==> src/rtl/map_object_scanner.sv <==
// Map object scanner: walks every map slot once per frame through the arbiter draw port
// and hands decoded, present objects to the draw stage over a valid/ready handshake.
module map_object_scanner #(
  parameter int unsigned NUM_SLOTS  = 16,
  parameter int unsigned ADDR_W     = 4,
  parameter int unsigned TIMEOUT    = 15,
  parameter int unsigned SKIP_EMPTY = 1
) (
  input  logic              clock,
  input  logic              resetn,
  input  logic              start,
  output logic              read_req,
  output logic [ADDR_W-1:0] address0,
  input  logic              read_done,
  input  logic [31:0]       map_data,
  output logic              obj_valid,
  input  logic              obj_ready,
  output logic [ADDR_W-1:0] obj_index,
  output logic [2:0]        obj_type,
  output logic [7:0]        obj_x,
  output logic [7:0]        obj_y,
  output logic [11:0]       obj_value,
  output logic              busy,
  output logic              scan_done,
  output logic [ADDR_W:0]   obj_count,
  output logic              timeout_err
);

  localparam int unsigned CNT_W = ADDR_W + 1;
  localparam int unsigned TMO_W = (TIMEOUT > 2) ? $clog2(TIMEOUT) : 1;

  typedef enum logic [2:0] {
    S_IDLE, S_REQ, S_WAIT, S_PRESENT, S_NEXT, S_DONE
  } state_e;

  state_e            state_q, state_d;
  logic [ADDR_W-1:0] idx_q, idx_d;
  logic [TMO_W-1:0]  tmo_q, tmo_d;
  logic [30:0]       word_q, word_d;
  logic              read_req_q, read_req_d;
  logic              obj_valid_q, obj_valid_d;
  logic              busy_q, busy_d;
  logic              scan_done_q, scan_done_d;
  logic [CNT_W-1:0]  cnt_q, cnt_d;
  logic              tmo_err_q, tmo_err_d;

  logic keep_c, tmo_last_c, last_slot_c, accept_c;

  // Shared decode terms used by both next-state and output logic
  always_comb begin
    keep_c      = map_data[31] || (SKIP_EMPTY == 0);
    tmo_last_c  = (tmo_q == TMO_W'(TIMEOUT - 1));
    last_slot_c = (idx_q == ADDR_W'(NUM_SLOTS - 1));
    accept_c    = obj_valid_q && obj_ready;
  end

  // State and datapath registers; reset drops read_req immediately
  always_ff @(posedge clock or negedge resetn) begin
    if (!resetn) begin
      state_q     <= S_IDLE;
      idx_q       <= '0;
      tmo_q       <= '0;
      word_q      <= '0;
      read_req_q  <= 1'b0;
      obj_valid_q <= 1'b0;
      busy_q      <= 1'b0;
      scan_done_q <= 1'b0;
      cnt_q       <= '0;
      tmo_err_q   <= 1'b0;
    end else begin
      state_q     <= state_d;
      idx_q       <= idx_d;
      tmo_q       <= tmo_d;
      word_q      <= word_d;
      read_req_q  <= read_req_d;
      obj_valid_q <= obj_valid_d;
      busy_q      <= busy_d;
      scan_done_q <= scan_done_d;
      cnt_q       <= cnt_d;
      tmo_err_q   <= tmo_err_d;
    end
  end

  // Next-state logic; read_done wins over a coincident timeout
  always_comb begin
    state_d = state_q;
    unique case (state_q)
      S_IDLE:    if (start) state_d = S_REQ;
      S_REQ:     state_d = S_WAIT;
      S_WAIT: begin
        if (read_done)       state_d = keep_c ? S_PRESENT : S_NEXT;
        else if (tmo_last_c) state_d = S_NEXT;
      end
      S_PRESENT: if (accept_c) state_d = S_NEXT;
      S_NEXT:    state_d = last_slot_c ? S_DONE : S_REQ;
      S_DONE:    state_d = S_IDLE;
      default:   state_d = S_IDLE;
    endcase
  end

  // Register updates per state
  always_comb begin
    idx_d       = idx_q;
    tmo_d       = tmo_q;
    word_d      = word_q;
    read_req_d  = read_req_q;
    obj_valid_d = obj_valid_q;
    busy_d      = busy_q;
    scan_done_d = 1'b0;
    cnt_d       = cnt_q;
    tmo_err_d   = tmo_err_q;
    unique case (state_q)
      S_IDLE: begin
        if (start) begin
          idx_d     = '0;
          cnt_d     = '0;
          tmo_err_d = 1'b0;
          busy_d    = 1'b1;
        end
      end
      S_REQ: begin
        read_req_d = 1'b1;
        tmo_d      = '0;
      end
      S_WAIT: begin
        if (read_done) begin
          word_d      = map_data[30:0];
          read_req_d  = 1'b0;
          obj_valid_d = keep_c;
        end else if (tmo_last_c) begin
          read_req_d = 1'b0;
          tmo_err_d  = 1'b1;
        end else begin
          tmo_d = tmo_q + TMO_W'(1);
        end
      end
      S_PRESENT: begin
        if (accept_c) begin
          obj_valid_d = 1'b0;
          if (cnt_q != CNT_W'(NUM_SLOTS)) cnt_d = cnt_q + CNT_W'(1);
        end
      end
      S_NEXT: begin
        if (last_slot_c) scan_done_d = 1'b1;
        else             idx_d = idx_q + ADDR_W'(1);
      end
      S_DONE: busy_d = 1'b0;
      default: ;
    endcase
  end

  assign read_req    = read_req_q;
  assign address0    = idx_q;
  assign obj_valid   = obj_valid_q;
  assign obj_index   = idx_q;
  assign obj_type    = word_q[30:28];
  assign obj_x       = word_q[27:20];
  assign obj_y       = word_q[19:12];
  assign obj_value   = word_q[11:0];
  assign busy        = busy_q;
  assign scan_done   = scan_done_q;
  assign obj_count   = cnt_q;
  assign timeout_err = tmo_err_q;

endmodule
==> config.mk <==
export PLATFORM = sky130hd
export DESIGN_NAME = map_object_scanner
export DESIGN_NICKNAME = d
export VERILOG_FILES = /design/src/rtl/map_object_scanner.sv
export SDC_FILE = /design/constraint.sdc
export NUM_CORES = 1
export LEC_CHECK = 0
export BUFFER_PORTS_ARGS = -buffer_cell sky130_fd_sc_hd__buf_2
export CORE_MARGIN = 2
export CORE_UTILIZATION = 51
export CTS_BUF_LIST = sky130_fd_sc_hd__clkbuf_4
export DETAILED_ROUTE_END_ITERATION = 16
export PLACE_DENSITY = 0.87
export SLEW_MARGIN = 20
export SYNTH_ARGS = -nofsm -noshare
export SYNTH_HDL_FRONTEND = slang
export SYNTH_SLANG_ARGS = --single-unit
==> constraint.sdc <==
create_clock -name clock -period 1.78 [get_ports clock]
set_input_delay 0.178 -clock clock [delete_from_list [all_inputs] [get_ports clock]]
set_output_delay 0.178 -clock clock [all_outputs]
set_load 0.01 [all_outputs]
=== Yosys cells after proc, flatten, opt, wreduce, memory -nomap -nowiden ===
Cells that the tools add are included.

* Register bits: 52
* Bits of input ports: 37
* Output and inout bits: 49
* Word-level logic and storage cells: 78

* Add/sub/neg operators: 3
* Equality and inequality tests: 17
* Muxes and demuxes: 31
* Reduce and logical (&&, ||, !) cells: 17

{| class="wikitable"
|+ Operator list
! kind !! count
|-
| 3-bit 2-to-1 mux || 6
|-
| 4-bit 2-to-1 mux || 4
|-
| 2-bit inequality test (second input constant) || 8
|-
| 4-bit case mux with 2 select lines || 2
|-
| 5-bit 2-to-1 mux || 3
|-
| 3-bit case mux with 5 select lines || 1
|-
| 3-bit AND reduction || 4
|-
| 2-bit nonzero test || 6
|-
| 1-bit 2-to-1 mux || 10
|-
| 5-bit case mux with 2 select lines || 1
|-
| 4-bit by 1-bit adder with 4-bit output (second input constant) || 2
|-
| 4-bit == test (second input constant) || 2
|-
| 1-bit case mux with 2 select lines || 4
|-
| 4-bit AND reduction || 2
|-
| 3-bit by 2-bit == test with 1-bit output (second input constant) || 2
|-
| 3-bit == test (second input constant) || 2
|-
| 2-bit AND reduction || 3
|-
| 5-bit by 1-bit adder with 5-bit output (second input constant) || 1
|-
| 5-bit inequality test (second input constant) || 1
|-
| 3-bit by 1-bit == test with 1-bit output (second input constant) || 1
|-
| 3-bit logical NOT || 1
|-
| 3-bit inequality test (second input constant) || 1
|-
| 1-bit logical AND || 1
|}

=== Logic depth before layout (Yosys ltp) ===
* Depth in word-level cells: 4
* Gate-level depth with buffers: 6
* Gate-level depth less buffers: 6

=== Worst setup path after synthesis ===
No wires, ideal clock.

* Kind: register to register
* Start: register state_q[2]
* End: register word_q[10]
* Arrival time: 1.442 ns
* Data required time: 1.655 ns
* Path slack: 0.213 ns
* Cell stages (with the launch flop): 5
* Path buffers: 1
* Clock period less this slack: 1.567 ns
* Cells stage by stage: dfrtp_1 > nand2b_1 > nor3b_2 > buf_4 > mux2_2

* Cells in the longest elaborated chain, start to end: 2

{| class="wikitable"
|+ RTL lines
! element !! line !! RTL
|-
| start: declaration || 36 || <nowiki>state_e state_q, state_d;</nowiki>
|-
| start signal: assignment || 71 || <nowiki>state_q <= state_d;</nowiki>
|-
| 3-bit by 2-bit == test with 1-bit output || 112 || <nowiki>unique case (state_q)</nowiki>
|-
| 2-bit AND reduction (no source line) || n/a ||
|-
| end signal: assignment || 74 || <nowiki>word_q <= word_d;</nowiki>
|-
| end: declaration || 39 || <nowiki>logic [30:0] word_q, word_d;</nowiki>
|}

No other way between the ends.
A chain may end at the register's enable or synchronous reset.

=== Worst setup path in the final report ===
* Start: register state_q[0]
* End: register tmo_q[2]

* Cells in the longest elaborated chain, start to end: 3

{| class="wikitable"
|+ RTL lines
! element !! line !! RTL
|-
| 3-bit by 2-bit == test with 1-bit output / 3-bit by 1-bit == test with 1-bit output (equally long branches) || 112 ||
|-
| 2-bit inequality test (no source line) / 2-bit nonzero test (equally long branches) || n/a ||
|-
| 3-bit AND reduction (no source line) || n/a ||
|-
| end signal: assignment || 73 || <nowiki>tmo_q <= tmo_d;</nowiki>
|-
| end: declaration || 38 || <nowiki>logic [TMO_W-1:0] tmo_q, tmo_d;</nowiki>
|}

Parallel ways exist; a longest one is shown, timed or not.

==> metrics.cfg <==
[yosys]
yosysTopAreaCell = dfrtp_1
synth_top_area_share_pct = 55.8
ys_warn_count = 0
synth_cells = 190
synthArstFlopShare_pct = 100
synth-edff-count = 0
synth_cell_type_count = 37
synthesis.area_um2 = 2330
ys_seq_area_share_pct = 55.8
synth-main-ff-cell = dfrtp_1
synth.avg_cell_area_um2 = 12.3
ys_ff_latch = 52
synth_area_leaders = dfrtp_1, mux2_2, ha_1
synth_fp_nets = 232

[cts]
cts_resized = 0
clk_latency_ns = 0.39
post-cts-setup-buffers = 0
cts_buffers = 5
h-tree-depth = 2
clk_path_buf_depth = 2
path_clk_slew_ns = 0.15
cts_tree = built
clockRootBuffer = clkbuf_4
hold_buffers = 13
numClockSinks = 52

[routing]
vias = 1913
drc = 0
first_iter_violations = 178
wirelength_um = 5720
drt-pass1-iter-count = 4
routedWlPerCell_um = 16.5
drtAntennaViolNets = 0
avgViaCountPerCell = 5.53

[worst_hold_path]
holdCritPathClass = input pin to flop
holdPathEnd = word_q[6]
hp-start = map_data[6]
whs_path_depth = 2

[setup_path]
r2r-end = tmo_q[2]
critPathKind = flop to flop
cp.required_ns = 2.09
r2r_start = state_q[0]
rr_worst_depth = 4
r2r_slack_ns = 0.08
startpoint = state_q[0]
arrival_ns = 2.00
start_kind = flop
end_kind = flop
path_max_fanout = 11

[global_route]
grt_usage_pct = 23.7
grt-ovfl-total = 0
grt_pass1_vias = 1932
grt_max_degree = 42
grt_pass1_wl_um = 9320
antenna_found_initial = 0

[floorplanning]
chipHeight_um = 71.6
fp-row-count = 24
pin_count = 86
dieWidth_um = 71.6
coreArea_um2 = 4380
fp.dieArea_um2 = 5130
start_util_pct = 53.2

[timing]
slew_viol_final = 0
grt_setup_unrepaired = no
worstMarginPinSlew_ns = 0.473
fin_worst_skew_ns = 0.0200
slew_headroom_pct = 68.5
fin_crit_ns = 1.70
max_freq_ghz = 0.590
final_hold_viol_count = 0
hold_slack_ns = 0.0236
setup_viol = 0
tns_ns = 0
min_period_over_period_pct = 95.3

[flow_run]
drv_cap = 0

[final_layout]
syn_to_final_growth_pct = 31.4
n_antenna_cell = 0
nets = 335
layout-drive-gt1-share_pct = 45.9
fillers = 307

[placement]
port_buffers = 85
post-dp-hpwl_um = 3540
routabilityCongestion = 0.812

[power]
p_leak_uw = 0.00153
power_density_nw_per_um2 = 1550
ir_drop_mv = 1.07

[outcome]
outcome = completed

metrics by stage:
| stage | instances | util (%) | instance area [um2] | power (uW) | worst slack [ns] |
|---|---|---|---|---|---|
| 2_1_floorplan | 190 | - | 2330 | 3230 | 0.213 |
| 3_3_place_gp | 323 | 64.7 | 2840 | 3920 | 0.174 |
| 3_5_place_dp | 323 | 64.7 | 2840 | 4010 | 0.152 |
| 4_1_cts | 344 | 69.5 | 3050 | 4710 | 0.0959 |
| 5_1_grt | 346 | 69.9 | 3070 | 5050 | 0.0245 |
| 6_report | 346 | 69.9 | 3070 | 4770 | 0.0842 |
worst max path at each step:
| stage | to | slack, ns | cells past startpoint |
|---|---|---|---|
| floorplan | word_q[10] | 0.21 | 4 |
| global placement | obj_count[4] | 0.17 | 4 |
| detailed placement | obj_count[4] | 0.15 | 4 |
| CTS | tmo_q[2] | 0.1 | 4 |
| global route | tmo_q[2] | 0.02 | 4 |
| finish | tmo_q[2] | 0.08 | 4 |
synth_stat cells (2+ instances only):
cell type and instances:
nand2b_1 2, inv_1 7, nor2_1 7, a22o_1 2, and4_1 2, and3_1 5
nand3_1 9, a31oi_1 5, buf_2 3, a21o_1 2, dfrtp_1 52, buf_4 7
a21oi_1 10, nand2_1 10, ha_1 5, o211ai_1 3, o2bb2ai_1 2, o21ai_0 7
a221o_1 2, mux2_2 31
placed cells by master, fill, tap and decap left out, types with 2 or more instances in the layout:
cell,netlist,layout
inv_1,7,7
and4_1,2,2
a31oi_1,5,5
dfrtp_1,52,52
dlygate4sd3_1,0,15
nand2b_1,2,2
a221o_1,2,2
mux2_2,31,31
ha_1,5,5
a22o_1,2,2
nor2_1,7,7
buf_12,0,2
nand2_1,10,10
buf_2,3,85
nand3_1,9,9
and3_1,5,5
o21ai_0,7,7
a21oi_1,10,10
buf_4,7,5
a21o_1,2,2
clkbuf_4,0,5
o2bb2ai_1,2,2
o211ai_1,3,3
worst max-delay path, cell delays in order (launching register included):
cell     delay (ns)
dfrtp_1        0.58
nor4b_4        0.43
nand2_1        0.15
or2_2          0.29
a31oi_1        0.17
cell families (layout without fill, tap and decap cells):
logic type | count (synthesis) | in the layout | synth area share [%]
simple gates | 45 | 45 | 11.3
compound gates | 36 | 36 | 9.81
xor+xnor | 1 | 1 | 0.375
fa+ha+maj | 5 | 5 | 2.68
flops | 52 | 52 | 55.8
buf+inv | 18 | 122 | 4.18
mux | 33 | 33 | 15.9
metal layers:
metal	GRT usage, %	up-vias	share of wire (%)
li1	-	887	-
met1	27.9	940	39
met2	42.3	74	54
met3	5.34	12	5.2
met4	8.81	0	2.3
met5	0	-	0
layout make-up:
| cell class | count | area, um2 | area share, % |
|---|---|---|---|
| clock buffers | 5 | 37.5 | 1.22 |
| inverters | 7 | 26.3 | 0.857 |
| flip-flops and latches | 52 | 1300 | 42.4 |
| multi-input cells | 120 | 941 | 30.7 |
| repair buffers | 107 | 653 | 21.3 |
| well taps | 52 | 65.1 | 2.12 |
| clock inverters | 3 | 42.5 | 1.39 |
registers in the layout, indices dropped and copies added (netlist names):
signal,count
state_q,3
word_q,31
tmo_q,4
busy,1
read_req,1
scan_done,1
obj_count,5
timeout_err,1
obj_valid,1
address0,4
power breakdown:
group | internal [uW] | switching (uW)
Combinational | 1030 | 1020
Sequential | 1660 | 376
Clock | 293 | 387
Total | 2980 | 1790
(Power assumes the default switching activity.)
